<file path="src/rtl/button_event_decoder_pkg.sv">
// Shared types and defaults for the button event decoder: per-button state
// encoding, timing defaults and counter sizing.
package button_event_decoder_pkg;

    typedef enum logic [1:0] {
        ST_IDLE    = 2'd0,
        ST_PRESSED = 2'd1,
        ST_HELD    = 2'd2
    } btn_state_t;

    localparam int         LONG_CYCLES_DEFAULT   = 25000000;
    localparam int         REPEAT_CYCLES_DEFAULT = 5000000;
    localparam logic [7:0] PARAM_DEFAULT_VALUE   = 8'd128;

    // Bits needed to hold 0..max(a,b)-1; the count stops at its terminal value.
    function automatic int cnt_width(input int a, input int b);
        int m;
        m = (a > b) ? a : b;
        return (m < 2) ? 1 : $clog2(m);
    endfunction

    localparam int CNT_W = cnt_width(LONG_CYCLES_DEFAULT, REPEAT_CYCLES_DEFAULT);

endpackage

</file>
<file path="src/rtl/btn_event_fsm.sv">
// Single-button press/long/repeat/release event generator with registered pulses.
//   state      | meaning
//   ST_IDLE    | button released, waiting for a press
//   ST_PRESSED | pressed, counting toward the long-press threshold
//   ST_HELD    | long press reached, emitting auto-repeat ticks
module btn_event_fsm
    import button_event_decoder_pkg::*;
#(
    parameter int LONG_CYCLES   = LONG_CYCLES_DEFAULT,
    parameter int REPEAT_CYCLES = REPEAT_CYCLES_DEFAULT,
    parameter int CW            = CNT_W
) (
    input  logic clk,
    input  logic rst,
    input  logic btn,
    output logic press_pulse,
    output logic long_pulse,
    output logic repeat_pulse,
    output logic release_pulse
);

    localparam logic [CW-1:0] LONG_TC   = CW'(LONG_CYCLES - 1);
    localparam logic [CW-1:0] REPEAT_TC = CW'(REPEAT_CYCLES - 1);

    btn_state_t    state;
    logic [CW-1:0] count;

    always_ff @(posedge clk) begin
        if (rst) begin
            state         <= ST_IDLE;
            count         <= '0;
            press_pulse   <= 1'b0;
            long_pulse    <= 1'b0;
            repeat_pulse  <= 1'b0;
            release_pulse <= 1'b0;
        end else begin
            press_pulse   <= 1'b0;
            long_pulse    <= 1'b0;
            repeat_pulse  <= 1'b0;
            release_pulse <= 1'b0;
            unique case (state)
                ST_IDLE: begin
                    if (btn) begin
                        state       <= ST_PRESSED;
                        count       <= '0;
                        press_pulse <= 1'b1;
                    end
                end
                ST_PRESSED: begin
                    // A release wins over a coincident terminal count.
                    if (!btn) begin
                        state         <= ST_IDLE;
                        count         <= '0;
                        release_pulse <= 1'b1;
                    end else if (count == LONG_TC) begin
                        state      <= ST_HELD;
                        count      <= '0;
                        long_pulse <= 1'b1;
                    end else begin
                        count <= count + CW'(1);
                    end
                end
                ST_HELD: begin
                    if (!btn) begin
                        state         <= ST_IDLE;
                        count         <= '0;
                        release_pulse <= 1'b1;
                    end else if (count == REPEAT_TC) begin
                        count        <= '0;
                        repeat_pulse <= 1'b1;
                    end else begin
                        count <= count + CW'(1);
                    end
                end
                default: begin
                    state <= ST_IDLE;
                    count <= '0;
                end
            endcase
        end
    end

endmodule

</file>
<file path="src/rtl/button_event_decoder.sv">
// Four-button event decoder driving a saturating 8-bit parameter (up/down/load)
// and a mode flag toggled by button 3.
module button_event_decoder
    import button_event_decoder_pkg::*;
#(
    parameter int         LONG_CYCLES   = LONG_CYCLES_DEFAULT,
    parameter int         REPEAT_CYCLES = REPEAT_CYCLES_DEFAULT,
    parameter logic [7:0] PARAM_DEFAULT = PARAM_DEFAULT_VALUE
) (
    input  logic       clk,
    input  logic       rst,
    input  logic [3:0] btn_in,
    output logic [3:0] press_pulse,
    output logic [3:0] long_pulse,
    output logic [3:0] repeat_pulse,
    output logic [3:0] release_pulse,
    output logic [7:0] param_value,
    output logic       param_changed,
    output logic       mode_en
);

    localparam int CW = cnt_width(LONG_CYCLES, REPEAT_CYCLES);

    for (genvar i = 0; i < 4; i++) begin : g_btn
        btn_event_fsm #(
            .LONG_CYCLES   (LONG_CYCLES),
            .REPEAT_CYCLES (REPEAT_CYCLES),
            .CW            (CW)
        ) u_fsm (
            .clk           (clk),
            .rst           (rst),
            .btn           (btn_in[i]),
            .press_pulse   (press_pulse[i]),
            .long_pulse    (long_pulse[i]),
            .repeat_pulse  (repeat_pulse[i]),
            .release_pulse (release_pulse[i])
        );
    end

    logic       step_up;
    logic       step_down;
    logic [7:0] next_value;

    assign step_up   = press_pulse[0] | repeat_pulse[0];
    assign step_down = press_pulse[1] | repeat_pulse[1];

    // Load overrides stepping; opposing steps cancel; both ends saturate.
    always_comb begin
        next_value = param_value;
        if (press_pulse[2]) begin
            next_value = PARAM_DEFAULT;
        end else if (step_up && !step_down && (param_value != 8'd255)) begin
            next_value = param_value + 8'd1;
        end else if (step_down && !step_up && (param_value != 8'd0)) begin
            next_value = param_value - 8'd1;
        end
    end

    always_ff @(posedge clk) begin
        if (rst) begin
            param_value   <= PARAM_DEFAULT;
            param_changed <= 1'b0;
            mode_en       <= 1'b0;
        end else begin
            param_value   <= next_value;
            param_changed <= (next_value != param_value);
            mode_en       <= mode_en ^ press_pulse[3];
        end
    end

endmodule

</file>
<file path="config.mk">
export PLATFORM = sky130hd
export DESIGN_NAME = button_event_decoder
export DESIGN_NICKNAME = d
export VERILOG_FILES = /design/src/rtl/button_event_decoder_pkg.sv /design/src/rtl/btn_event_fsm.sv /design/src/rtl/button_event_decoder.sv
export SDC_FILE = /design/constraint.sdc
export NUM_CORES = 1
export LEC_CHECK = 0
export BUFFER_PORTS_ARGS = -buffer_cell sky130_fd_sc_hd__buf_2
export CAP_MARGIN = 0
export CORE_UTILIZATION = 25
export DETAILED_ROUTE_END_ITERATION = 16
export GPL_TIMING_DRIVEN = 0
export MAX_ROUTING_LAYER = met4
export PLACE_DENSITY_LB_ADDON = 0.08
export SYNTH_ARGS = -nofsm -noshare
export SYNTH_HDL_FRONTEND = slang
export SYNTH_SLANG_ARGS = --single-unit
</file>
<file path="constraint.sdc">
create_clock -name clk -period 2.84 [get_ports clk]
set_input_delay 0.568 -clock clk [delete_from_list [all_inputs] [get_ports clk]]
set_output_delay 0.568 -clock clk [all_outputs]
set_load 0.05 [all_outputs]
</file>
# --- Yosys cells after proc, flatten, opt, wreduce, memory -nomap -nowiden ---
# Index checks and enable logic that the tools add are counted.
op_classes:
  addsub: 6
  multipliers: 0
  div: 0
  magnitude_cmp: 0
  n_eq_ne: 30
  n_shift: 0
  n_mux: 63
  bitwise_logic: 23
  reduce_logical: 35
op_table:
  columns: ["cell", "count"]
  rows:
  - ["two-way mux 25 bit", 20]
  - ["one-hot mux 25 bit (3 select lines)", 4]
  - ["adder 25 x 1 -> 25 bit, second input constant", 4]
  - ["equality test 25 x 23 -> 1 bit, second input constant", 4]
  - ["equality test 25 bit, second input constant", 4]
  - ["two-way mux 2 bit", 16]
  - ["two-way mux 8 bit", 3]
  - ["one-hot mux 2 bit (3 select lines)", 4]
  - ["OR reduction 2 bit", 12]
  - ["OR reduction 3 bit", 8]
  - ["inverter 1 bit", 20]
  - ["two-way mux 1 bit", 16]
  - ["inequality test 2 bit, second input constant", 8]
  - ["inequality test 3 x 2 -> 1 bit, second input constant", 4]
  - ["AND reduction 3 bit", 4]
  - ["adder 8 x 1 -> 8 bit, second input constant", 1]
  - ["equality test 2 x 1 -> 1 bit, second input constant", 4]
  - ["equality test 2 bit, second input constant", 4]
  - ["logical NOT 2 bit", 4]
  - ["inequality test 8 bit", 1]
  - ["inequality test 8 bit, second input constant", 1]
  - ["nonzero test 8 bit", 1]
  - ["subtractor 8 x 1 -> 8 bit, second input constant", 1]
  - ["logical AND 1 bit", 4]
  - ["other kinds (3)", 5]
word_totals:
  regBits: 134
  latch_bits: 0
  ramBits: 0
  mem_bits_ro: 0
  inputBits: 6
  wordCells: 184
  mem_count: 0

# --- Logic depth before layout (Yosys ltp) ---
depth:
  ltp_word: 8
  ltp_mapped: 10
  mapped_depth_nobuf: 8

# --- By module ---
# A second synthesis with hierarchy kept.
unflattened:
  cells_unflattened: 907
  area_unflattened_um2: 7682.4
modules_own_cells:
  columns: ["module", "n_inst", "cells_per_inst", "area_each_um2"]
  rows:
  - ["btn_event_fsm (g_btn[0].u_fsm ...)", 3, 209, 1790.5]
  - ["btn_event_fsm (g_btn[3].u_fsm)", 1, 191, 1596.5]
  - ["button_event_decoder", 1, 89, 714.4]

# --- Least setup slack after synthesis ---
# No wires, ideal clock.
synth_path:
  kind: "register to register"
  start: "reg param_value[2]"
  end: "reg param_value[2]"
  setup_time_ns: 0.121
  arrival_time_ns: 2.247
  t_required_ns: 2.719
  setup_slack_ns: 0.472
  stages_incl_launch_ff: 8
  n_path_buf: 1
  period_less_slack_ns: 2.368
  path_cell_list: "dfxtp_1 > clkbuf_1 > or4_1 > o311a_1 > nand2_1 > a21boi_0 > xor2_1 > nor2_1"
synth_via:
  elab_chain_cells: 5
  word_cells_on_any_way: 9
  classes_between: "2 x add/sub; 1 x eq/ne; 3 x mux; 3 x reduce/logical"
synth_rtl:
  columns: ["item", "line", "text"]
  rows:
  - ["start: declaration", "button_event_decoder.sv:17", "output logic [7:0] param_value,"]
  - ["start signal: assignment", "button_event_decoder.sv:65", "param_value <= next_value;"]
  - ["parallel branches: the longest is 3 deep, another holds subtractor 8 x 1 -> 8 bit", null, null]
  - ["two-way mux 8 bit *", "button_event_decoder.sv:52", "end else if (step_up && !step_down && (param_value != 8'd255)) begin"]
  - ["two-way mux 8 bit *", "button_event_decoder.sv:50", "if (press_pulse[2]) begin"]
# Mark *: on every way between the ends.
# A chain may end at the register's enable or synchronous reset.

# --- Worst setup path after layout ---
layout_path:
  start: "reg g_btn[3].u_fsm.count[6]"
  end: "reg g_btn[3].u_fsm.count[2]"
layout_via:
  elab_chain_cells: 4
  word_cells_on_any_way: 7
  classes_between: "2 x eq/ne; 5 x mux"
layout_rtl:
  columns: ["item", "line", "text"]
  rows:
  - ["start: declaration", "btn_event_fsm.sv:26", "logic [CW-1:0] count;"]
  - ["start signal: assignment", "btn_event_fsm.sv:60", "count <= count + CW'(1);"]
  - ["start signal: assignment", "btn_event_fsm.sv:72", "count <= count + CW'(1);"]
  - ["equality test 25 x 23 -> 1 bit / equality test 25 bit (equally long branches)", "btn_event_fsm.sv:68, btn_event_fsm.sv:55", null]
  - ["two-way mux 25 bit (on tied branches)", "btn_event_fsm.sv:68, btn_event_fsm.sv:55", null]
  - ["two-way mux 25 bit (on tied branches)", "btn_event_fsm.sv:64, btn_event_fsm.sv:51", null]
  - ["one-hot mux 25 bit (3 select lines) *", "btn_event_fsm.sv:41", "unique case (state)"]
# Mark *: on every way between the ends. The rest lies on a longest branch, timed or not.

==> impl_metrics.env <==
export IMPL_maxCapViolCount=0
export IMPL_synth_ff_type="dfxtp_1"
export IMPL_leakagePower_nw=3.10
export IMPL_syn_area_um2=7200
export IMPL_syn_instance_count=868
export IMPL_cts_inserted_buffers=17
export IMPL_cp_max_fo=10
export IMPL_wl_per_cell_um=15.2
export IMPL_cts_reportedPaths_clkPinSlew_ps=60
export IMPL_grt_ovfl_total=0
export IMPL_drive_gt1_share_pct=13.7
export IMPL_fin_util_pct=30.5
export IMPL_final_nets=942
export IMPL_ios=32
export IMPL_critical_path_required_ps=3110
export IMPL_start_kind="register"
export IMPL_final_cell_mix="dfxtp_1, nand2_1, nor2_1"
export IMPL_die_w_um=172
export IMPL_synth_seq_cells=134
export IMPL_routabilityCongestion=0.757
export IMPL_worst_hold_path_type="in -> reg"
export IMPL_synthMuxAreaShare_pct=1.41
export IMPL_synth_fa_ha_area_share_pct=3.30
export IMPL_first_pass_iters=5
export IMPL_synthToLayoutAreaGrowth_pct=18.8
export IMPL_synth_compound_area_share_pct=19.6
export IMPL_synth_simple_area_share_pct=29.6
export IMPL_hpwl_mm=14.3
export IMPL_crit_type="reg -> reg"
export IMPL_vias_per_cell=4.86
export IMPL_layout_commonest_cell="dfxtp_1"
export IMPL_peakVddDrop_uv=394
export IMPL_cts_setup_buffers=0
export IMPL_synth_edff_count=0
export IMPL_crit_arrival_ps=2810
export IMPL_slew_violations=0
export IMPL_fmax_mhz=395
export IMPL_htree_levels=4
export IMPL_totalWireLength_mm=19.9
export IMPL_fillCellCount=3064
export IMPL_die_y_um=172
export IMPL_yosys_area_share_xor_xnor_pct=3.16
export IMPL_antenna_found_initial=0
export IMPL_antenna_cells=0
export IMPL_routed_via_count=6362
export IMPL_grt_pass1_vias=6203
export IMPL_slew_headroom_pct=47.6
export IMPL_root_buffer="clkbuf_16"
export IMPL_outcome="complete, no violations"
export IMPL_core_area_um2=28100
export IMPL_fp_dieArea_um2=29500
export IMPL_synthDistinctLibCells=78
export IMPL_drcViolationCount=0
export IMPL_worstMarginPinSlew_ps=779
export IMPL_synthArstFlopShare_pct=0
export IMPL_fin_skew_ps=14.7
export IMPL_rsz0062_at_grt="false"
export IMPL_grt_max_degree=17
export IMPL_postCtsHoldBufs=0
export IMPL_hold_viol_final=0
export IMPL_clkSinkCount=134
export IMPL_yosys_warnings=0
export IMPL_syn_mean_instance_area_um2=8.30
export IMPL_cts_tree="built"
export IMPL_grt_pass1_wl_mm=33.2
export IMPL_start_util_pct=25.6
export IMPL_min_period_over_period_pct=89.2
export IMPL_drt_iter0_markers=470
export IMPL_gr_usage_all_layers_pct=14.8
export IMPL_ant_nets=0
export IMPL_ys_seq_area_share_pct=37.3
export IMPL_power_total_mw=5.12
export IMPL_finalSetupViolCount=0
export IMPL_cts_buffer_depth=2
export IMPL_finalCriticalPeriod_ps=2530
export IMPL_r2r_slack_ps=310
export IMPL_power_density_nw_per_um2=598
export IMPL_fin_hold_ws_ps=378
export IMPL_synth_top_family_by_area="simple AND/OR/NAND/NOR gates"
export IMPL_clk_latency_ps=430
export IMPL_port_buffers=30
export IMPL_crit_path_end_kind="register"
export IMPL_core_rowCount=61
export IMPL_synth_fp_nets=893
report_power, final:
| group | internal (mW) | switching, mW | leakage [nW] |
|---|---|---|---|
| clock network | 1.79 | 0.889 | 0.338 |
| registers | 1.92 | 0.0432 | 1.08 |
| logic | 0.157 | 0.323 | 1.68 |
| total | 3.86 | 1.26 | 3.10 |
layout make-up:
type	count	area (um^2)	area share [%]
Multi-Input combinational cell	661	4130	48.3
Inverter	26	97.6	1.14
Clock inverter	11	244	2.85
Buffer	47	315	3.69
Tap cell	378	473	5.53
Timing Repair Buffer	30	150	1.76
Clock buffer	21	460	5.38
Sequential cell	134	2680	31.4
synthesized netlist by cell type, drive strengths merged (4+ instances only):
cell type,count,area [um^2]
nand2,91,342
a21oi,59,314
nor2,67,251
and2,9,56.3
nor3,19,95.1
or4,9,75.1
a211oi,6,45.0
dfxtp,134,2680
and4,13,115
nor2b,8,50.1
a21o,17,136
xor2,16,140
o21bai,4,45.0
o31ai,5,37.5
nand4,28,175
ha,19,238
inv,26,97.6
or2,5,31.3
nor4,6,37.5
nand4b,4,35.0
o21ai,33,173
mux2i,9,90.1
xnor2,10,87.6
a31o,4,35.0
nand2b,17,106
nand3,58,290
and3b,4,36.3
and3,25,158
a22o,13,114
a31oi,37,231
clkbuf,17,85.1
buf,30,229
or4b,4,40.0
o21a,4,30.0
a41oi,6,52.6
or3,16,100
critical path, cell delays in order, from the launching register on:
cell and delay, ps:
dfxtp_1 360, or4b_1 530, or4_4 610, o211ai_4 280
a21oi_4 160, buf_2 230, a21oi_1 160, a31oi_1 50
timing repair:
item,in CTS,in global routing
gates resized for setup,1,5
pin swaps,0,2
endpoints found under the setup margin,22,47
cell families (layout without fill, tap and decap cells):
kind of cell               after synthesis  count (layout)
buffers and inverters                   73             135
muxes                                   10              10
xor gates and xnor gates                26              26
AOI/OAI and AO/OA                      208             208
and+or+nand+nor                        398             398
DFF                                    134             134
adders and majority gates               19              19
registers in the layout (all words and copies together) (netlist names):
name and cells:
mode_en 1, param_changed 1, g_btn.u_fsm.press_pulse 4, g_btn.u_fsm.state 8
g_btn.u_fsm.long_pulse 4, g_btn.u_fsm.release_pulse 4, param_value 8, g_btn.u_fsm.count 100
g_btn.u_fsm.repeat_pulse 4
per-layer routing:
metal	vias to the layer above	share of wire, %	GRT usage [%]
met1	2986	51	19.6
met3	16	2.5	2.58
met5	-	0	-
li1	3279	-	-
met2	81	45	22.9
met4	0	0.98	3.88
stage by stage:
step / cell area, um^2 / cells / setup TNS (ps) / setup slack, ps
finish: 8550 / 1308 / 0 / 306
global route: 8550 / 1308 / 0 / 77.4
CTS: 8530 / 1308 / 0 / 26.5
detailed placement: 7820 / 1276 / -5660 / -329
global placement: 7820 / 1276 / -5700 / -336
floorplan: 7200 / 868 / 0 / 472
final timing paths:
| path | depth (start not counted) | start | to |
|---|---|---|---|
| setup / recovery | 7 | g_btn[3].u_fsm.count[6]$_SDFFE_PP0P_ | g_btn[3].u_fsm.count[2]$_SDFFE_PP0P_ |
| hold / removal | 2 | btn_in[0] | g_btn[0].u_fsm.release_pulse$_SDFF_PP0_ |
| setup reg to reg | 7 | g_btn[3].u_fsm.count[6]$_SDFFE_PP0P_ | g_btn[3].u_fsm.count[2]$_SDFFE_PP0P_ |
| hold reg to reg | 2 | g_btn[1].u_fsm.count[13]$_SDFFE_PP0P_ | g_btn[1].u_fsm.count[13]$_SDFFE_PP0P_ |
No activity file was read; power rests on OpenSTA's default activity.
